**config.mk**
```make
export PLATFORM = sky130hd
export DESIGN_NAME = fetch_buffer
export DESIGN_NICKNAME = d
export VERILOG_FILES = /design/src/rtl/fetch_buffer.sv
export SDC_FILE = /design/constraint.sdc
export NUM_CORES = 1
export LEC_CHECK = 0
export ABC_AREA = 0
export CAP_MARGIN = 20
export CORE_AREA = 2 2 208 251
export DETAILED_ROUTE_END_ITERATION = 7
export DIE_AREA = 0 0 210 253
export DONT_BUFFER_PORTS = 1
export GPL_ROUTABILITY_DRIVEN = 0
export PLACE_DENSITY = 0.36
export RECOVER_POWER = 100
export SLEW_MARGIN = 20
export SYNTH_ARGS = -nofsm -noshare
export SYNTH_HDL_FRONTEND = slang
export SYNTH_SLANG_ARGS = --single-unit
```
**constraint.sdc**
```tcl
create_clock -name clk -period 3.9 [get_ports clk]
set_clock_uncertainty 0.2 [all_clocks]
set_input_delay 0.78 -clock clk [delete_from_list [all_inputs] [get_ports clk]]
set_output_delay 0.78 -clock clk [all_outputs]
set_load 0.005 [all_outputs]
```
**src/rtl/fetch_buffer.sv**
```systemverilog
// Instruction fetch buffer: one outstanding imem request feeding a DEPTH-entry {inst, pc} FIFO.
// Optional FETCH_BUFFER_BYPASS_EN forwards a response straight to decode when the FIFO is empty.
module fetch_buffer #(
  parameter int unsigned DBITS = 32,
  parameter int unsigned DEPTH = 4
) (
  input  logic                     clk,
  input  logic                     reset,
  input  logic [DBITS-1:0]         pcIn,
  input  logic                     pcValid,
  output logic                     pcReady,
  output logic [DBITS-1:0]         imemAddr,
  output logic                     imemReq,
  input  logic                     imemGnt,
  input  logic [DBITS-1:0]         imemRdata,
  input  logic                     imemRvalid,
  input  logic                     flush,
  output logic [DBITS-1:0]         instOut,
  output logic [DBITS-1:0]         instPc,
  output logic                     instValid,
  input  logic                     instReady,
  output logic [$clog2(DEPTH):0]   count
);

  localparam int unsigned PtrW = $clog2(DEPTH);
  localparam int unsigned CntW = PtrW + 1;
  localparam logic [CntW-1:0] FullCnt = CntW'(DEPTH);

  typedef enum logic [1:0] {StIdle, StReq, StWait, StDrain} state_e;

  state_e            state_q, state_d;
  logic [DBITS-1:0]  addr_q, addr_d;
  logic [DBITS-1:0]  data_mem [DEPTH];
  logic [DBITS-1:0]  pc_mem   [DEPTH];
  logic [PtrW-1:0]   wr_ptr_q, rd_ptr_q;
  logic [CntW-1:0]   count_q;

  logic full, empty, accept, rsp_ok, bypass_take, push, pop;

  assign full    = (count_q == FullCnt);
  assign empty   = (count_q == '0);
  assign pcReady = (state_q == StIdle) && !full && !flush && !reset;
  assign accept  = pcValid && pcReady;
  assign rsp_ok  = (state_q == StWait) && imemRvalid && !flush;

`ifdef FETCH_BUFFER_BYPASS_EN
  assign bypass_take = rsp_ok && empty && instReady;
`else
  assign bypass_take = 1'b0;
`endif

  assign push = rsp_ok && !full && !bypass_take;
  assign pop  = instReady && !empty;

  always_comb begin
    state_d = state_q;
    addr_d  = addr_q;
    imemReq = 1'b0;
    unique case (state_q)
      StIdle: begin
        if (accept) begin
          addr_d  = pcIn;
          state_d = StReq;
        end
      end
      StReq: begin
        imemReq = 1'b1;
        // A grant that coincides with flush is already in flight; drain its response.
        if (imemGnt)    state_d = flush ? StDrain : StWait;
        else if (flush) state_d = StIdle;
      end
      StWait: begin
        if (imemRvalid) state_d = StIdle;
        else if (flush) state_d = StDrain;
      end
      StDrain: begin
        if (imemRvalid) state_d = StIdle;
      end
      default: state_d = StIdle;
    endcase
  end

  always_ff @(posedge clk or posedge reset) begin
    if (reset) begin
      state_q <= StIdle;
      addr_q  <= '0;
    end else begin
      state_q <= state_d;
      addr_q  <= addr_d;
    end
  end

  always_ff @(posedge clk or posedge reset) begin
    if (reset) begin
      wr_ptr_q <= '0;
      rd_ptr_q <= '0;
      count_q  <= '0;
    end else if (flush) begin
      wr_ptr_q <= '0;
      rd_ptr_q <= '0;
      count_q  <= '0;
    end else begin
      if (push) wr_ptr_q <= wr_ptr_q + PtrW'(1);
      if (pop)  rd_ptr_q <= rd_ptr_q + PtrW'(1);
      if (push && !pop)      count_q <= count_q + CntW'(1);
      else if (pop && !push) count_q <= count_q - CntW'(1);
    end
  end

  // Storage needs no reset: outputs are forced to zero whenever the FIFO is empty.
  always_ff @(posedge clk) begin
    if (push) begin
      data_mem[wr_ptr_q] <= imemRdata;
      pc_mem[wr_ptr_q]   <= addr_q;
    end
  end

  always_comb begin
    instValid = !empty;
    instOut   = empty ? '0 : data_mem[rd_ptr_q];
    instPc    = empty ? '0 : pc_mem[rd_ptr_q];
`ifdef FETCH_BUFFER_BYPASS_EN
    if (empty && rsp_ok) begin
      instValid = 1'b1;
      instOut   = imemRdata;
      instPc    = addr_q;
    end
`endif
  end

  assign imemAddr = addr_q;
  assign count    = count_q;

endmodule

```
==> results of run 1 <==
==> power by group through the flow <==
stage	Combinational [mW]	Sequential (mW)	Clock [mW]
global placement	1.93	4.38	0
detailed placement	1.96	4.41	0
finish	1.70	4.32	3.23
global route	1.90	4.39	3.49
CTS	1.96	4.35	3.38
floorplan	1.47	4.23	0
==> critical path, stage by stage (launching register included) <==
cell and delay [ns]:
sky130_fd_sc_hd__dfrtp_2 0.93, sky130_fd_sc_hd__buf_12 0.34, sky130_fd_sc_hd__mux4_2 0.38, sky130_fd_sc_hd__and2_0 0.25
==> worst paths after layout <==
path	from	endpoint	slack, ns	depth (start not counted)
setup / recovery	rd_ptr_q[1]	instPc[14]	0.44	3
setup reg to reg	count[2]	data_mem[0][7]	0.48	4
max in group asynchronous	reset	rd_ptr_q[0]	1.90	1
hold reg to reg	imemAddr[18]	pc_mem[1][18]	0.37	0
min in group asynchronous	reset	state_q[1]	0.46	1
hold / removal	flush	rd_ptr_q[0]	0.12	1
==> per-layer routing <==
metal,up-vias,global-route usage,share of wire
li1,2171,-,-
met1,2731,0.101,0.37
met2,139,0.177,0.53
met3,39,0.0365,0.074
met4,0,0.0409,0.031
met5,-,0,0
==> per-stage QoR <==
| stage | instance area, sq um | setup WS [ns] |
|---|---|---|
| detailed placement | 12400 | 0.996 |
| global placement | 12400 | 1.03 |
| floorplan | 11600 | 0.526 |
| global route | 13400 | 0.186 |
| finish | 13400 | 0.438 |
| CTS | 13600 | 0.406 |
==> synthesized netlist by cell type <==
cell,instances,area (sq um)
sky130_fd_sc_hd__a21oi_1,1,5.00
sky130_fd_sc_hd__clkbuf_1,14,52.6
sky130_fd_sc_hd__fa_1,1,20.0
sky130_fd_sc_hd__nor2_4,1,11.3
sky130_fd_sc_hd__mux2_2,8,90.1
sky130_fd_sc_hd__nand2_4,1,11.3
sky130_fd_sc_hd__nor3b_2,1,12.5
sky130_fd_sc_hd__buf_2,7,35.0
sky130_fd_sc_hd__a21o_1,1,7.51
sky130_fd_sc_hd__dfrtp_1,41,1030
sky130_fd_sc_hd__or3_1,1,6.26
sky130_fd_sc_hd__or4_1,1,7.51
sky130_fd_sc_hd__mux2_4,29,435
sky130_fd_sc_hd__xor2_1,2,17.5
sky130_fd_sc_hd__and2_1,68,425
sky130_fd_sc_hd__or4_4,1,11.3
sky130_fd_sc_hd__nor2b_1,3,18.8
sky130_fd_sc_hd__nand2_1,4,15.0
sky130_fd_sc_hd__buf_6,3,33.8
sky130_fd_sc_hd__nand3_1,3,15.0
sky130_fd_sc_hd__o21ai_0,2,10.0
sky130_fd_sc_hd__o31ai_1,1,7.51
sky130_fd_sc_hd__nor2_1,8,30.0
sky130_fd_sc_hd__edfxtp_1,256,7690
sky130_fd_sc_hd__inv_1,5,18.8
sky130_fd_sc_hd__nor3_1,1,5.00
sky130_fd_sc_hd__ha_1,4,50.1
sky130_fd_sc_hd__xnor2_1,1,8.76
sky130_fd_sc_hd__nand2b_1,1,6.26
sky130_fd_sc_hd__mux4_2,64,1440
sky130_fd_sc_hd__nor4_4,1,21.3
sky130_fd_sc_hd__buf_1,2,7.51
==> logic make-up after synthesis <==
group / after synthesis / share of synthesized area
xor+xnor: 3 / 0.00228
flops: 297 / 0.754
buf+inv: 31 / 0.0128
simple gates: 95 / 0.0517
mux: 101 / 0.170
fa+ha+maj: 5 / 0.00607
compound gates: 5 / 0.00260
==> sequential cells by signal (all words and copies together) (netlist names) <==
register	count
data_mem	128
pc_mem	128
imemAddr	32
count	3
rd_ptr_q	2
state_q	2
wr_ptr_q	2
==> layout make-up <==
class	instances	area share
multi-input combinational	209	0.192
inverter	5	0.00149
sequential	297	0.651
tap	651	0.0608
timing repair buffer	9	0.00981
clock buffer	42	0.0703
clock inverter	19	0.0150
==> run summary, run 1 <==
Detailed routing
- remaining routing DRC violations: 0
- routed via count: 5080
- first-pass iteration count of the detailed router: 6
- average wire length per cell after detail routing: 20.8 um
- remaining antenna violation count: 0
- total wirelength of the detailed-routed design: 25.6 mm
- Avg Vias per Cell: 4.12
- drt first-iter violations: 202

Layout
- layout overhead on the synthesized area: 16.0%
- final design utilization: 0.263
- ratio of cells with drive above 1 in the final layout: 0.251
- most common cell after layout, fill and taps aside: sky130_fd_sc_hd__edfxtp_1
- multi-input combinational cell area: 0.00257 sq mm
- top library cells by usage in the layout, fill and taps aside: 256 x sky130_fd_sc_hd__edfxtp_1, 64 x sky130_fd_sc_hd__mux4_2, 62 x sky130_fd_sc_hd__and2_0
- filler cell count in the final layout: 5058
- final cell count without fillers: 1232
- final net count: 632
- FF+latch area: 0.00872 sq mm
- antenna diode instance count: 0

Die
- area of the core: 0.0509 sq mm
- I/O Pins: 173
- number of core rows: 91
- die outline height: 253 um
- die boundary width: 210 um
- starting density of the core: 0.227
- Total Die Area: 0.0531 sq mm

Place
- I/O Buffers: 0
- # placed instances: 1171
- HPWL after detailed placement: 15.2 mm

Setup path
- Setup CP Type: flip-flop to output pin
- arrival time of the worst setup path: 2.48 ns
- crit end category: output pin
- data required time at the worst endpoint: 2.92 ns
- maximum fanout encountered on the critical timing path: 38
- launching element type of the critical path: flip-flop

Clock network
- clock buffer depth: 3
- clock tree from TritonCTS: yes
- # Post-CTS Setup Buffers: 0
- Reg clk slew, reported paths: 0.06 ns
- maximum level of the CTS H-tree: 2
- Resize count post-CTS: 0
- TritonCTS Sinks: 297
- source-to-sink clock delay at the later pin of the worst-skew pair: 0.52 ns
- hold buffer count at CTS: 0
- Inserted Clock Buffers: 34
- root buf cell: sky130_fd_sc_hd__clkbuf_16

Run status
- violations in the final reports: max-capacitance violations, max-slew violations
- status: complete, but fails checks

Pwr
- combinational power share: 0.184
- Seq pwr share: 0.466
- total power: 9.25 mW
- part of the total power dissipated in the clock network: 0.349
- Pwr per Cell Area: 691 mW/mm^2
- internal power summed over all cells: 6.65 mW
- Pleak: 4.20 nW
- net switching power figure: 2.60 mW
- worst vdd rail ir drop: 0.340 mV
- switching portion of total power: 0.281

Logic synthesis
- synthesized area: 0.0116 sq mm
- total nets after synthesis: 613
- register bit count reported by yosys: 297
- mean cell area of the mapped netlist: 21.5 sq um
- portion of the post-synthesis area used by sequential elements: 0.754
- Yosys cell types: 32
- number of warnings issued by yosys: 0
- number of standard cells after synthesis: 537

Timing
- Least-Margin Pin Slew: 2.08 ns
- Setup violations, final: 0
- final setup TNS: 0 ns
- fraction of the cycle the final worst path needs: 0.888
- relative slew slack: -0.391
- final hold slack: 0.118 ns
- achievable frequency: 289 MHz
- setup repair after global routing missed its margin: false
- Fin. Hold Viols: 0
- Min Clock Period, post-route: 3.46 ns
- count of final max-slew check failures: 76

Global route
- largest net degree at the start of global routing: 49
- wire length of the first global-routing pass: 37.9 mm
- total congestion overflow: 0
- number of antenna violations at the first check in global routing: 0
- number of global-route vias before repair: 5731
- global-route usage over all layers: 0.0976

Worst hold path
- Worst Hold Class: input pin to flip-flop

Flow run
- max-cap viol count: 2

Power figures use the tool's default switching activity.
==> run 2: changes to the inputs <==
- TNS_END_PERCENT: not set -> 30
==> results of run 2 <==
The final DEF is identical to that of run 1; final timing and power are the same.
==> run 3: changes to the inputs <==
- PLACE_DENSITY: 0.36 -> 0.38
==> run summary, run 3 (synthesized netlist as in run 1, its figures left out) <==
Detailed routing
- remaining antenna violation count: 0, unchanged
- drt first-iter violations: 224, +11%
- total wirelength of the detailed-routed design: 26.4 mm, +3.2%
- Avg Vias per Cell: 4.13, about the same
- remaining routing DRC violations: 0, unchanged
- first-pass iteration count of the detailed router: 4, -2
- average wire length per cell after detail routing: 21.5 um, +3.5%
- routed via count: 5068, -0.24%

Place
- HPWL after detailed placement: 15.4 mm, +0.95%
- area of placed instances: 0.0124 sq mm, -0.10%
- post-placement setup slack: 0.907 ns, -0.0888 ns
- I/O Buffers: 0, unchanged
- # placed instances: 1171, unchanged

Layout
- ratio of cells with drive above 1 in the final layout: 0.234, -0.0173
- final net count: 629, -0.47%
- final cell count without fillers: 1228, -0.32%
- layout overhead on the synthesized area: 14.4%
- post-route standard cell area excluding fillers: 0.0132 sq mm, -1.3%
- final design utilization: 0.260, -0.00344
- antenna diode instance count: 0, unchanged
- most common cell after layout, fill and taps aside: sky130_fd_sc_hd__edfxtp_1
- top library cells by usage in the layout, fill and taps aside: 256 x sky130_fd_sc_hd__edfxtp_1, 64 x sky130_fd_sc_hd__mux4_2, 61 x sky130_fd_sc_hd__and2_0

Setup path
- arrival time of the worst setup path: 2.59 ns, +0.11 ns
- launching element type of the critical path: flip-flop
- Setup CP Type: flip-flop to output pin
- crit end category: output pin
- maximum single-stage delay on the critical path: 0.85 ns, -0.08 ns
- Bufs and invs on worst path: 1, unchanged
- family with the most delay on the worst path: flip-flops
- Critical Path Slowest Stage Cell: sky130_fd_sc_hd__dfrtp_4
- data required time at the worst endpoint: 2.92 ns, about the same
- cell chain of the critical path: clkbuf_2, mux4_2, and2_0
- maximum fanout encountered on the critical timing path: 39, +2.6%

Clock network
- source-to-sink clock delay at the later pin of the worst-skew pair: 0.57 ns, +0.05 ns
- clock buffer depth: 3, unchanged
- maximum level of the CTS H-tree: 1, -1
- # Post-CTS Setup Buffers: 0, unchanged
- hold buffer count at CTS: 0, unchanged
- Inserted Clock Buffers: 31, -8.8%
- Reg clk slew, reported paths: 0.06 ns, about the same
- clock tree from TritonCTS: yes
- Resize count post-CTS: 0, unchanged
- TritonCTS Sinks: 297, unchanged
- root buf cell: sky130_fd_sc_hd__clkbuf_16

Timing
- Least-Margin Pin Slew: 2.22 ns, +0.146 ns
- count of final max-slew check failures: 86, +13%
- crit path setup slack, layout: 0.330 ns, -0.108 ns
- Fin. Hold Viols: 0, unchanged
- setup repair after global routing missed its margin: false
- final setup TNS: 0 ns, unchanged
- fraction of the cycle the final worst path needs: 0.915, +0.0277
- achievable frequency: 280 MHz, -3.0%
- relative slew slack: -0.489, -0.0977
- final hold slack: 0.0742 ns, -0.0443 ns
- Min Clock Period, post-route: 3.57 ns, +0.108 ns
- Setup violations, final: 0, unchanged

Flow run
- max-cap viol count: 3, +1

Global route
- number of global-route vias before repair: 5720, -0.19%
- total congestion overflow: 0, unchanged
- global-route usage over all layers: 0.0991, +0.00150
- number of antenna violations at the first check in global routing: 2, +2
- largest net degree at the start of global routing: 50, +2.0%
- wire length of the first global-routing pass: 38.6 mm, +1.9%

Pwr
- worst vdd rail ir drop: 0.321 mV, -5.8%
- total power: 8.89 mW, -3.9%
- Pwr per Cell Area: 672 mW/mm^2, -2.7%
- Pleak: 4.11 nW, -2.2%

Die
- Total Die Area: 0.0531 sq mm, unchanged
- I/O Pins: 173, unchanged
- number of core rows: 91, unchanged
- die outline height: 253 um, unchanged
- die boundary width: 210 um, unchanged
- area of the core: 0.0509 sq mm, unchanged
- starting density of the core: 0.227, unchanged

Worst hold path
- Worst Hold Class: input pin to flip-flop

Run status
- violations in the final reports: max-capacitance violations, max-slew violations
- status: complete, but fails checks

-- run 3: cell count changes in the layout (fill, tap and decap cells not counted), moves of 2 or more --
| cell | delta |
|---|---|
| sky130_fd_sc_hd__bufinv_16 | -2 |
| sky130_fd_sc_hd__clkinv_2 | -3 |
| sky130_fd_sc_hd__clkbuf_16 | -4 |
| sky130_fd_sc_hd__clkbuf_1 | +8 |
-- run 3: area by class of cell --
class                           instances  area (sq um)
Fill cell                            5121         37700
Sequential cell                       297          8720
Multi-Input combinational cell        209          2560
Clock buffer                           45           858
Tap cell                              651           815
Timing Repair Buffer                    9           131
Clock inverter                         12           114
Inverter                                5          20.0
-- run 3: where the power goes --
part / total (mW) / internal (mW) / switching, mW
clock: 2.84 / 1.65 / 1.19
combinational: 1.68 / 0.742 / 0.940
sequential: 4.37 / 3.93 / 0.445
total: 8.89 / 6.32 / 2.57
-- run 3: worst paths after layout --
check	endpoint	startpoint	slack, ns	depth (start not counted)
hold reg to reg	pc_mem[3][16]	imemAddr[16]	0.38	0
min in group asynchronous	count[2]	reset	0.46	1
max in group asynchronous	rd_ptr_q[0]	reset	1.82	1
setup / recovery	instPc[21]	rd_ptr_q[1]	0.33	3
hold / removal	rd_ptr_q[0]	flush	0.07	1
setup reg to reg	pc_mem[1][12]	count[2]	0.39	4
-- run 3: layer usage --
| layer | vias up | routed length [um] | GRT usage |
|---|---|---|---|
| met1 | 2722 | 10200 | 0.109 |
| met3 | 49 | 1590 | 0.0273 |
| met5 | - | 13 | 0 |
| met4 | 2 | 744 | 0.0353 |
| met2 | 134 | 13900 | 0.182 |
| li1 | 2161 | - | - |
